File: config.mk
export PLATFORM = sky130hd
export DESIGN_NAME = fps_meter_flat
export DESIGN_NICKNAME = d
export VERILOG_FILES = /design/src/rtl/fps_meter_pkg.sv /design/src/rtl/fps_meter_if.sv /design/src/rtl/fps_meter_bin2bcd_seq.sv /design/src/rtl/fps_meter.sv /design/src/flat_wrapper.sv
export SDC_FILE = /design/constraint.sdc
export NUM_CORES = 1
export LEC_CHECK = 0
export ABC_AREA = 1
export BUFFER_PORTS_ARGS = -buffer_cell sky130_fd_sc_hd__buf_2
export CAP_MARGIN = 20
export CORE_MARGIN = 2
export CORE_UTILIZATION = 30
export CTS_CLUSTER_SIZE = 16
export DETAILED_ROUTE_END_ITERATION = 16
export HOLD_SLACK_MARGIN = 0.06
export PLACE_DENSITY_LB_ADDON = 0.25
export SKIP_LAST_GASP = 1
export SLEW_MARGIN = 20
export SYNTH_ARGS = -nofsm -noshare
export SYNTH_HDL_FRONTEND = slang
export SYNTH_SLANG_ARGS = --single-unit
File: constraint.sdc
create_clock -name CLK_3P3_MHZ -period 3.2 [get_ports CLK_3P3_MHZ]
set_input_delay 0.32 -clock CLK_3P3_MHZ [delete_from_list [all_inputs] [get_ports CLK_3P3_MHZ]]
set_output_delay 0.32 -clock CLK_3P3_MHZ [all_outputs]
set_load 0.01 [all_outputs]
File: src/rtl/fps_meter_pkg.sv
// Shared Game Boy timing constants (gb_timing) and BCD helpers for fps_meter.
package fps_meter_pkg;

  // One calibrated second of the 3.287 MHz clock, shared with LED blink timing.
  localparam int GB_CLOCKS_PER_SEC = 3287000;
  // Nominal Game Boy frame-rate bounds.
  localparam int GB_FPS_MIN        = 59;
  localparam int GB_FPS_MAX        = 60;
  // Three BCD digits: hundreds, tens, ones.
  localparam int BCD_W             = 12;

  typedef enum logic [1:0] {
    BCD_IDLE    = 2'd0,
    BCD_CONVERT = 2'd1,
    BCD_DONE    = 2'd2
  } bcd_state_e;

  // Double-dabble correction: add 3 to every digit that is 5 or more.
  function automatic logic [BCD_W-1:0] bcd_add3(input logic [BCD_W-1:0] v);
    logic [BCD_W-1:0] r;
    r = v;
    for (int k = 0; k < BCD_W / 4; k++) begin
      if (r[4*k +: 4] >= 4'd5) r[4*k +: 4] = r[4*k +: 4] + 4'd3;
    end
    return r;
  endfunction

endpackage

File: src/rtl/fps_meter_if.sv
// VSYNC input and measurement outputs of fps_meter, grouped as one bus.
interface fps_meter_if #(
  parameter int COUNT_WIDTH = 8
);
  logic                   VSYNC;
  logic [COUNT_WIDTH-1:0] FPS_VALUE;
  logic [11:0]            FPS_BCD;
  logic                   FPS_VALID;
  logic                   LED_SEC;
  logic                   LED_OK;

  // Capture side / debug consumer.
  modport master (
    output VSYNC,
    input  FPS_VALUE, FPS_BCD, FPS_VALID, LED_SEC, LED_OK
  );

  // The meter itself.
  modport slave (
    input  VSYNC,
    output FPS_VALUE, FPS_BCD, FPS_VALID, LED_SEC, LED_OK
  );
endinterface

File: src/rtl/fps_meter_bin2bcd_seq.sv
// Sequential binary-to-BCD converter: one double-dabble step per cycle.
module bin2bcd_seq
  import fps_meter_pkg::*;
#(
  parameter int COUNT_WIDTH = 8
) (
  input  logic                   clk_i,
  input  logic                   rst_i,
  input  logic                   start_i,
  input  logic [COUNT_WIDTH-1:0] bin_i,
  output logic [BCD_W-1:0]       bcd_o,
  output logic                   done_o
);

  localparam int IW = $clog2(COUNT_WIDTH + 1);
  localparam logic [IW-1:0] ITER_LAST = IW'(COUNT_WIDTH - 1);

  bcd_state_e             state_q, state_d;
  logic [COUNT_WIDTH-1:0] bin_q, bin_d;
  logic [BCD_W-1:0]       acc_q, acc_d;
  logic [BCD_W-1:0]       bcd_q, bcd_d;
  logic [IW-1:0]          iter_q, iter_d;
  logic                   done_q, done_d;
  logic [BCD_W-1:0]       adj;

  // Next state and datapath: latch input on start, shift MSB-first, publish in DONE.
  always_comb begin
    state_d = state_q;
    bin_d   = bin_q;
    acc_d   = acc_q;
    bcd_d   = bcd_q;
    iter_d  = iter_q;
    done_d  = 1'b0;
    adj     = bcd_add3(acc_q);
    case (state_q)
      BCD_IDLE: begin
        if (start_i) begin
          bin_d   = bin_i;
          acc_d   = '0;
          iter_d  = '0;
          state_d = BCD_CONVERT;
        end
      end
      BCD_CONVERT: begin
        acc_d  = {adj[BCD_W-2:0], bin_q[COUNT_WIDTH-1]};
        bin_d  = bin_q << 1;
        iter_d = iter_q + IW'(1);
        if (iter_q == ITER_LAST) state_d = BCD_DONE;
      end
      BCD_DONE: begin
        bcd_d   = acc_q;
        done_d  = 1'b1;
        state_d = BCD_IDLE;
      end
      default: state_d = BCD_IDLE;
    endcase
  end

  // State register; reset drops any conversion in flight without a done pulse.
  always_ff @(posedge clk_i) begin
    if (rst_i) begin
      state_q <= BCD_IDLE;
      bin_q   <= '0;
      acc_q   <= '0;
      bcd_q   <= '0;
      iter_q  <= '0;
      done_q  <= 1'b0;
    end else begin
      state_q <= state_d;
      bin_q   <= bin_d;
      acc_q   <= acc_d;
      bcd_q   <= bcd_d;
      iter_q  <= iter_d;
      done_q  <= done_d;
    end
  end

  assign bcd_o  = bcd_q;
  assign done_o = done_q;

endmodule

File: src/rtl/fps_meter.sv
// Frame-rate meter: counts VSYNC rising edges per one-second window.
module fps_meter
  import fps_meter_pkg::*;
#(
  parameter int CLOCKS_PER_SEC = GB_CLOCKS_PER_SEC,
  parameter int COUNT_WIDTH    = 8,
  parameter int MIN_OK         = GB_FPS_MIN,
  parameter int MAX_OK         = GB_FPS_MAX
) (
  input  logic       CLK_3P3_MHZ,
  input  logic       RST,
  fps_meter_if.slave bus
);

  localparam int TW = $clog2(CLOCKS_PER_SEC);
  localparam logic [TW-1:0]          T_LAST  = TW'(CLOCKS_PER_SEC - 1);
  localparam logic [COUNT_WIDTH-1:0] CNT_MAX = '1;
  localparam logic [COUNT_WIDTH-1:0] MIN_C   = COUNT_WIDTH'(MIN_OK);
  localparam logic [COUNT_WIDTH-1:0] MAX_C   = COUNT_WIDTH'(MAX_OK);

  logic                   vsync_q;
  logic [TW-1:0]          timer_q, timer_d;
  logic [COUNT_WIDTH-1:0] cnt_q, cnt_d;
  logic [COUNT_WIDTH-1:0] fps_value_q, fps_value_d;
  logic                   led_sec_q, led_sec_d;
  logic                   led_ok_q, led_ok_d;
  logic                   rise, term;
  logic [COUNT_WIDTH-1:0] final_cnt;

  // Edge detect, window timer and saturating count; a terminal-cycle edge closes with its window.
  always_comb begin
    rise        = bus.VSYNC & ~vsync_q;
    term        = (timer_q == T_LAST);
    final_cnt   = (rise && cnt_q != CNT_MAX) ? cnt_q + COUNT_WIDTH'(1) : cnt_q;
    timer_d     = term ? '0 : timer_q + TW'(1);
    cnt_d       = term ? '0 : final_cnt;
    fps_value_d = term ? final_cnt : fps_value_q;
    led_sec_d   = led_sec_q ^ term;
    led_ok_d    = (fps_value_q >= MIN_C) && (fps_value_q <= MAX_C);
  end

  // vsync_q resets high so a VSYNC held high through reset is not seen as an edge.
  always_ff @(posedge CLK_3P3_MHZ) begin
    if (RST) begin
      vsync_q     <= 1'b1;
      timer_q     <= '0;
      cnt_q       <= '0;
      fps_value_q <= '0;
      led_sec_q   <= 1'b0;
      led_ok_q    <= 1'b0;
    end else begin
      vsync_q     <= bus.VSYNC;
      timer_q     <= timer_d;
      cnt_q       <= cnt_d;
      fps_value_q <= fps_value_d;
      led_sec_q   <= led_sec_d;
      led_ok_q    <= led_ok_d;
    end
  end

  // Converter sees the same final count that FPS_VALUE latches.
  bin2bcd_seq #(
    .COUNT_WIDTH (COUNT_WIDTH)
  ) u_bcd (
    .clk_i   (CLK_3P3_MHZ),
    .rst_i   (RST),
    .start_i (term),
    .bin_i   (final_cnt),
    .bcd_o   (bus.FPS_BCD),
    .done_o  (bus.FPS_VALID)
  );

  assign bus.FPS_VALUE = fps_value_q;
  assign bus.LED_SEC   = led_sec_q;
  assign bus.LED_OK    = led_ok_q;

endmodule

File: src/flat_wrapper.sv
// flat-port wrapper written by rule: the top's interface ports become plain ports
module fps_meter_flat import fps_meter_pkg::*;
#(
  parameter int CLOCKS_PER_SEC = GB_CLOCKS_PER_SEC,
  parameter int COUNT_WIDTH    = 8,
  parameter int MIN_OK         = GB_FPS_MIN,
  parameter int MAX_OK         = GB_FPS_MAX
)
  (CLK_3P3_MHZ, RST, bus_VSYNC, bus_FPS_VALUE, bus_FPS_BCD, bus_FPS_VALID, bus_LED_SEC, bus_LED_OK);
  fps_meter_if #(.COUNT_WIDTH(COUNT_WIDTH)) bus_i ();
  input  logic CLK_3P3_MHZ;
  input  logic RST;
  input wire logic [$bits(bus_i.VSYNC)-1:0] bus_VSYNC;
  output wire logic [$bits(bus_i.FPS_VALUE)-1:0] bus_FPS_VALUE;
  output wire logic [$bits(bus_i.FPS_BCD)-1:0] bus_FPS_BCD;
  output wire logic [$bits(bus_i.FPS_VALID)-1:0] bus_FPS_VALID;
  output wire logic [$bits(bus_i.LED_SEC)-1:0] bus_LED_SEC;
  output wire logic [$bits(bus_i.LED_OK)-1:0] bus_LED_OK;
  assign bus_i.VSYNC = bus_VSYNC;
  assign bus_FPS_VALUE = bus_i.FPS_VALUE;
  assign bus_FPS_BCD = bus_i.FPS_BCD;
  assign bus_FPS_VALID = bus_i.FPS_VALID;
  assign bus_LED_SEC = bus_i.LED_SEC;
  assign bus_LED_OK = bus_i.LED_OK;
  fps_meter #(.CLOCKS_PER_SEC(CLOCKS_PER_SEC), .COUNT_WIDTH(COUNT_WIDTH), .MIN_OK(MIN_OK), .MAX_OK(MAX_OK)) u_core (.CLK_3P3_MHZ(CLK_3P3_MHZ), .RST(RST), .bus(bus_i));
endmodule
Word-level counts from Yosys, hierarchy flattened. Cells that the tools add are included.

Memories kept: 0. Bits of input ports: 3. Bits in latches: 0. Output and inout bits: 23. RAM bits: 0. Memory bits (read-only): 0. Flip-flop bits (word level): 80.

Equality and inequality tests: 7. Magnitude comparators: 5. Bitwise operators: 3. Reduce and logical (&&, ||, !) cells: 7. Divide/modulo/power cells: 0. Add/subtract/negate cells: 6. Shift-type cells: 0. Multipliers: 0. Muxes and demuxes: 14.

Operators by type and width (number): $pmux 12 s2 (1); $add 22x1->22 const B (1); $eq 22x22->1 const B (1); $mux 8 (2); $pmux 8 s2 (1); $ge 4x3->1 const B (3); $mux 12 (1); $mux 4 (3); $add 4x2->4 const B (2); $add 8x1->8 const B (1); $ge 8x6->1 const B (1); $le 8x6->1 const B (1); $ne 8x8->1 const B (1); $pmux 4 s2 (1); $add 4x1->4 const B (1); $eq 4x3->1 const B (1); $mux 2 (2); $pmux 2 s2 (1); $reduce_and 2->1 (2); $add 3x2->3 const B (1); $mux 3 (1); $eq 2x1->1 const B (1); $eq 2x2->1 const B (1); $logic_and 1x1->1 (2); other kinds (9) (9).

Longest topological paths before layout.
Depth in word-level cells: 6. Mapped depth: 11. Mapped depth without buffers: 10.

Cells and area by module. From an unflattened synthesis, not the netlist that was laid out.

Cell total of the unflattened synthesis: 559. Area total of the unflattened synthesis: 3890.0 um2.

By module, submodules not included: fps_meter (cells each 320, area an instance 2142.1 um2, instances 1); bin2bcd_seq (cells each 239, area an instance 1747.9 um2, instances 1).

Worst setup path after synthesis. OpenSTA, ideal clock, no wires.

Kind: register to register. Start: register u_core.cnt_q[0]. End: register u_core.u_bcd.bin_q[1]. Required time: 3.068 ns. Data arrival time: 1.330 ns. Clock period less this slack: 1.462 ns. Buffers on the path: 0. Path slack: 1.738 ns. Setup time: 0.132 ns. Stages on the path, launching flop included: 11. Path through: dfxtp_1 > ha_1 > nand2_1 > nor2_1 > nand2_2 > nand2_1 > nand2_1 > o21ai_0 > nand2_1 > nand3_1 > a21oi_1.

Word-level cells in the longest chain between the ends: 5.

Ends and longest elaborated chain: from (decl) (RTL line fps_meter.sv:23) `logic [COUNT_WIDTH-1:0] cnt_q, cnt_d;`; from (signal assigned) (RTL line fps_meter.sv:54) `cnt_q <= cnt_d;`; branches (longest 2 deep; another with $add 8x1->8); $mux 8 (*) (RTL line fps_meter.sv:34) `final_cnt = (rise && cnt_q != CNT_MAX) ? cnt_q + COUNT_WIDTH'(1) : cnt_q;`; $mux 8 (*) (RTL line fps_meter_bin2bcd_seq.sv:37) `if (start_i) begin`; $pmux 8 s2 (*) (RTL line fps_meter_bin2bcd_seq.sv:35) `case (state_q)`; to (signal assigned) (RTL line fps_meter_bin2bcd_seq.sv:70) `bin_q <= bin_d;`; to (decl) (RTL line fps_meter_bin2bcd_seq.sv:19) `logic [COUNT_WIDTH-1:0] bin_q, bin_d;`.

Mark *: on every way between the ends. The select of a mux whose other input is x is not followed. A chain may end at the register's enable or synchronous reset.

Worst setup path in the final report.
Start: register u_core.u_bcd.state_q[0]. End: register u_core.u_bcd.bin_q[2].

Word-level cells in the longest chain between the ends: 3.

Ends and longest elaborated chain: from (decl) (RTL line fps_meter_bin2bcd_seq.sv:18) `bcd_state_e state_q, state_d;`; from (signal assigned) (RTL line fps_meter_bin2bcd_seq.sv:69) `state_q <= state_d;`; $eq 2x1->1 or $logic_not 2->1 (tied branches) (RTL line fps_meter_bin2bcd_seq.sv:35); $reduce_bool 2->1 (no line) or $ne 2x1->1 (tied branches); $reduce_and 2->1 (no line).

Several ways; a longest one is shown, not always the timed one.

==> out/metrics.csv <==
stage,metric,value,unit
place,post-place-cells,664,
yosys,syn_inst,505,
drt,remaining_drc_errors,0,
clock_tree,clock_path_buffers,2,
clock_tree,htreeDepth,3,
sta,rsz0062_at_grt,no,
clock_tree,clock_latency,0.34,ns
sta,slew_headroom,56.28,%
clock_tree,cts_buffers,9,
drt,drtIter0Drc,219,
power_and_ir_drop,p_leak,0.001599,uW
setup_path,crit_start,u_core.u_bcd.state_q[0],
drt,viasPerCell,4.674,
finish,finalNonFillerCells,680,
worst_hold_path,worstHoldStart,bus_VSYNC,
worst_hold_path,hp-class,input pin to flip-flop,
setup_path,crit_path_frequent_cell,inv_1,
global_routing,first_global_vias,2880,
sta,worst_slack,1.217,ns
drt,routedWlPerCell,11.67,um
floorplanning,fp.dieW,114.4,um
finish,layout-drive-gt1-share,12.38,%
floorplanning,pin_count,26,
floorplanning,start_util,30.58,%
yosys,synthesis.area,0.003657,mm2
setup_path,path_class,flip-flop to flip-flop,
drt,ant_nets,0,
clock_tree,cts_hold_buf,0,
setup_path,cpPeakStageDelay,0.38,ns
sta,worstMarginPinSlew,0.6535,ns
power_and_ir_drop,ir_drop,338.3,uV
setup_path,cp.arrival,2.18,ns
clock_tree,tritoncts,done,
clock_tree,cts_resized,0,
yosys,synth_nets,517,
setup_path,crit_slowest_cell,inv_1,
finish,syn_to_final_growth,15.60,%
global_routing,antenna_found_initial,0,
setup_path,path_cells,"inv_1, nor2_4, inv_1, nand2_2, inv_2, nand2_1, a21oi_1",
yosys,yosysUniqueCellTypes,30,
global_routing,grt_pass1_wl,13500,um
drt,vias,3178,
setup_path,crit_path_start_kind,flip-flop,
finish,nets,540,
clock_tree,path_clk_slew,0.06,ns
finish,n_antenna_cell,0,
clock_tree,cts_setup_buffers,0,
place,io_buffers,25,
sta,hold_violations,0,
global_routing,grt_max_degree,35,
floorplanning,dieArea,0.01309,mm2
floorplanning,die_h,114.4,um
clock_tree,clock_sink_count,80,
setup_path,crit_path_max_fanout,23,
global_routing,overflow,0,
flow_run,drv_cap,0,
floorplanning,core,0.01196,mm2
status,status,"complete, no violations",
finish,final_cell_mix,"nand2_1, dfxtp_1, inv_1, a21oi_1, nor2_1",
sta,maxSlewViolCount,0,
finish,final_core_util,35.35,%
sta,fin_crit,1.983,ns
sta,finalSetupViolations,0,
setup_path,endpoint_kind,flip-flop,
setup_path,crit_required,3.40,ns
yosys,synth_seq_cells,80,
clock_tree,root_buffer,clkbuf_16,
finish,layout_commonest_cell,nand2_1,
drt,drt-total-wl,7934,um
sta,fin_setup_tns,0,ns
power_and_ir_drop,powerDensity,507.6,mW/mm2
sta,timing.final.crit_share,61.96,%
drt,first_pass_iters,4,
yosys,yosys_warnings,0,
place,globalplace.congestion,0.8093,
sta,hold_ws,0.1951,ns
yosys,avgSynthCellArea,7.242,um2
place,place_ws,1.154,ns
floorplanning,rows,40,
setup_path,r2r_start,u_core.u_bcd.state_q[0],
sta,fmax,0.5043,GHz
place,dpl.hpwl,5624,um
setup_path,r2r_slack,1.22,ns
yosys,yosysSeqAreaShare,43.79,%
sta,fin_skew,0.005163,ns
global_routing,grt.total_usage,13.01,%
worst max-delay path, delay by kind of cell, from the launching register on:
family,cells,cell delay [ns]
buffers and inverters,3,0.69
AND/OR/NAND/NOR,3,0.74
AO/OA/AOI/OAI,1,0.07
flip-flops,1,0.34
layout make-up:
cell class / count / area, um2
tap: 147 / 183.9
clock buffer: 10 / 239.0
inverter: 59 / 221.5
clock inverter: 6 / 82.58
multi-input combinational: 351 / 1759
fill: 1258 / 7734
sequential: 80 / 1602
timing repair buffer: 27 / 140.1
cell usage after synthesis (all sizes together):
master   instances  share of area (%)
inv             59                6.1
nor3b            4               0.96
nand3           41                5.6
nand2          114                 12
a2111oi          1               0.24
nand3b           1               0.21
clkbuf           9               0.92
o22ai            3               0.51
o21ai           35                4.8
a21oi           54                7.4
xor2             8                1.9
ha               9                3.1
or2              6                1.0
nand4           10                1.7
and3             1               0.17
nor2            50                5.8
dfxtp           80                 44
nor3            12                2.0
buf              6                1.1
xnor2            2               0.48
sequential cells by signal (all words and copies together), names as in the netlist:
signal,count
u_core.timer_q,22
u_core.u_bcd.acc_q,12
u_core.u_bcd.bcd_o,12
u_core.bus.FPS_VALUE,8
u_core.cnt_q,8
u_core.u_bcd.bin_q,8
u_core.u_bcd.iter_q,4
u_core.u_bcd.state_q,2
u_core.bus.LED_OK,1
u_core.bus.LED_SEC,1
u_core.u_bcd.done_o,1
u_core.vsync_q,1
final timing paths:
path                            to  cells after the start
max reg2reg  u_core.u_bcd.bin_q[2]                      7
min reg2reg      u_core.timer_q[0]                      1
max          u_core.u_bcd.bin_q[2]                      7
min                 u_core.vsync_q                      2
power breakdown:
| group | internal, uW | total, uW | switching, uW |
|---|---|---|---|
| combinational | 9.77 | 37.4 | 27.6 |
| sequential | 1000 | 1010 | 4.99 |
| clock | 700 | 1100 | 401 |
| total | 1710 | 2150 | 434 |
kinds of logic after synthesis:
logic type | synth area share (%)
flops | 43.79
compound gates | 12.93
xor+xnor | 2.395
fa+ha+maj | 3.079
buf+inv | 8.108
simple gates | 29.70
metrics by stage:
stage               instance area (um2)  power, uW
floorplan                          3657       1057
finish                             4228       2146
global route                       4228       2218
detailed placement                 3906       1068
CTS                                4228       2183
global placement                   3906       1067
per-layer routing:
metal / global-route usage (%) / up-vias / wire length [um]
li1: - / 1690 / -
met1: 16.49 / 1434 / 3930
met2: 20.99 / 46 / 3552
met3: 3.759 / 8 / 319
met4: 4.878 / 0 / 131
met5: 0 / - / 0
Power figures use the tool's default switching activity.
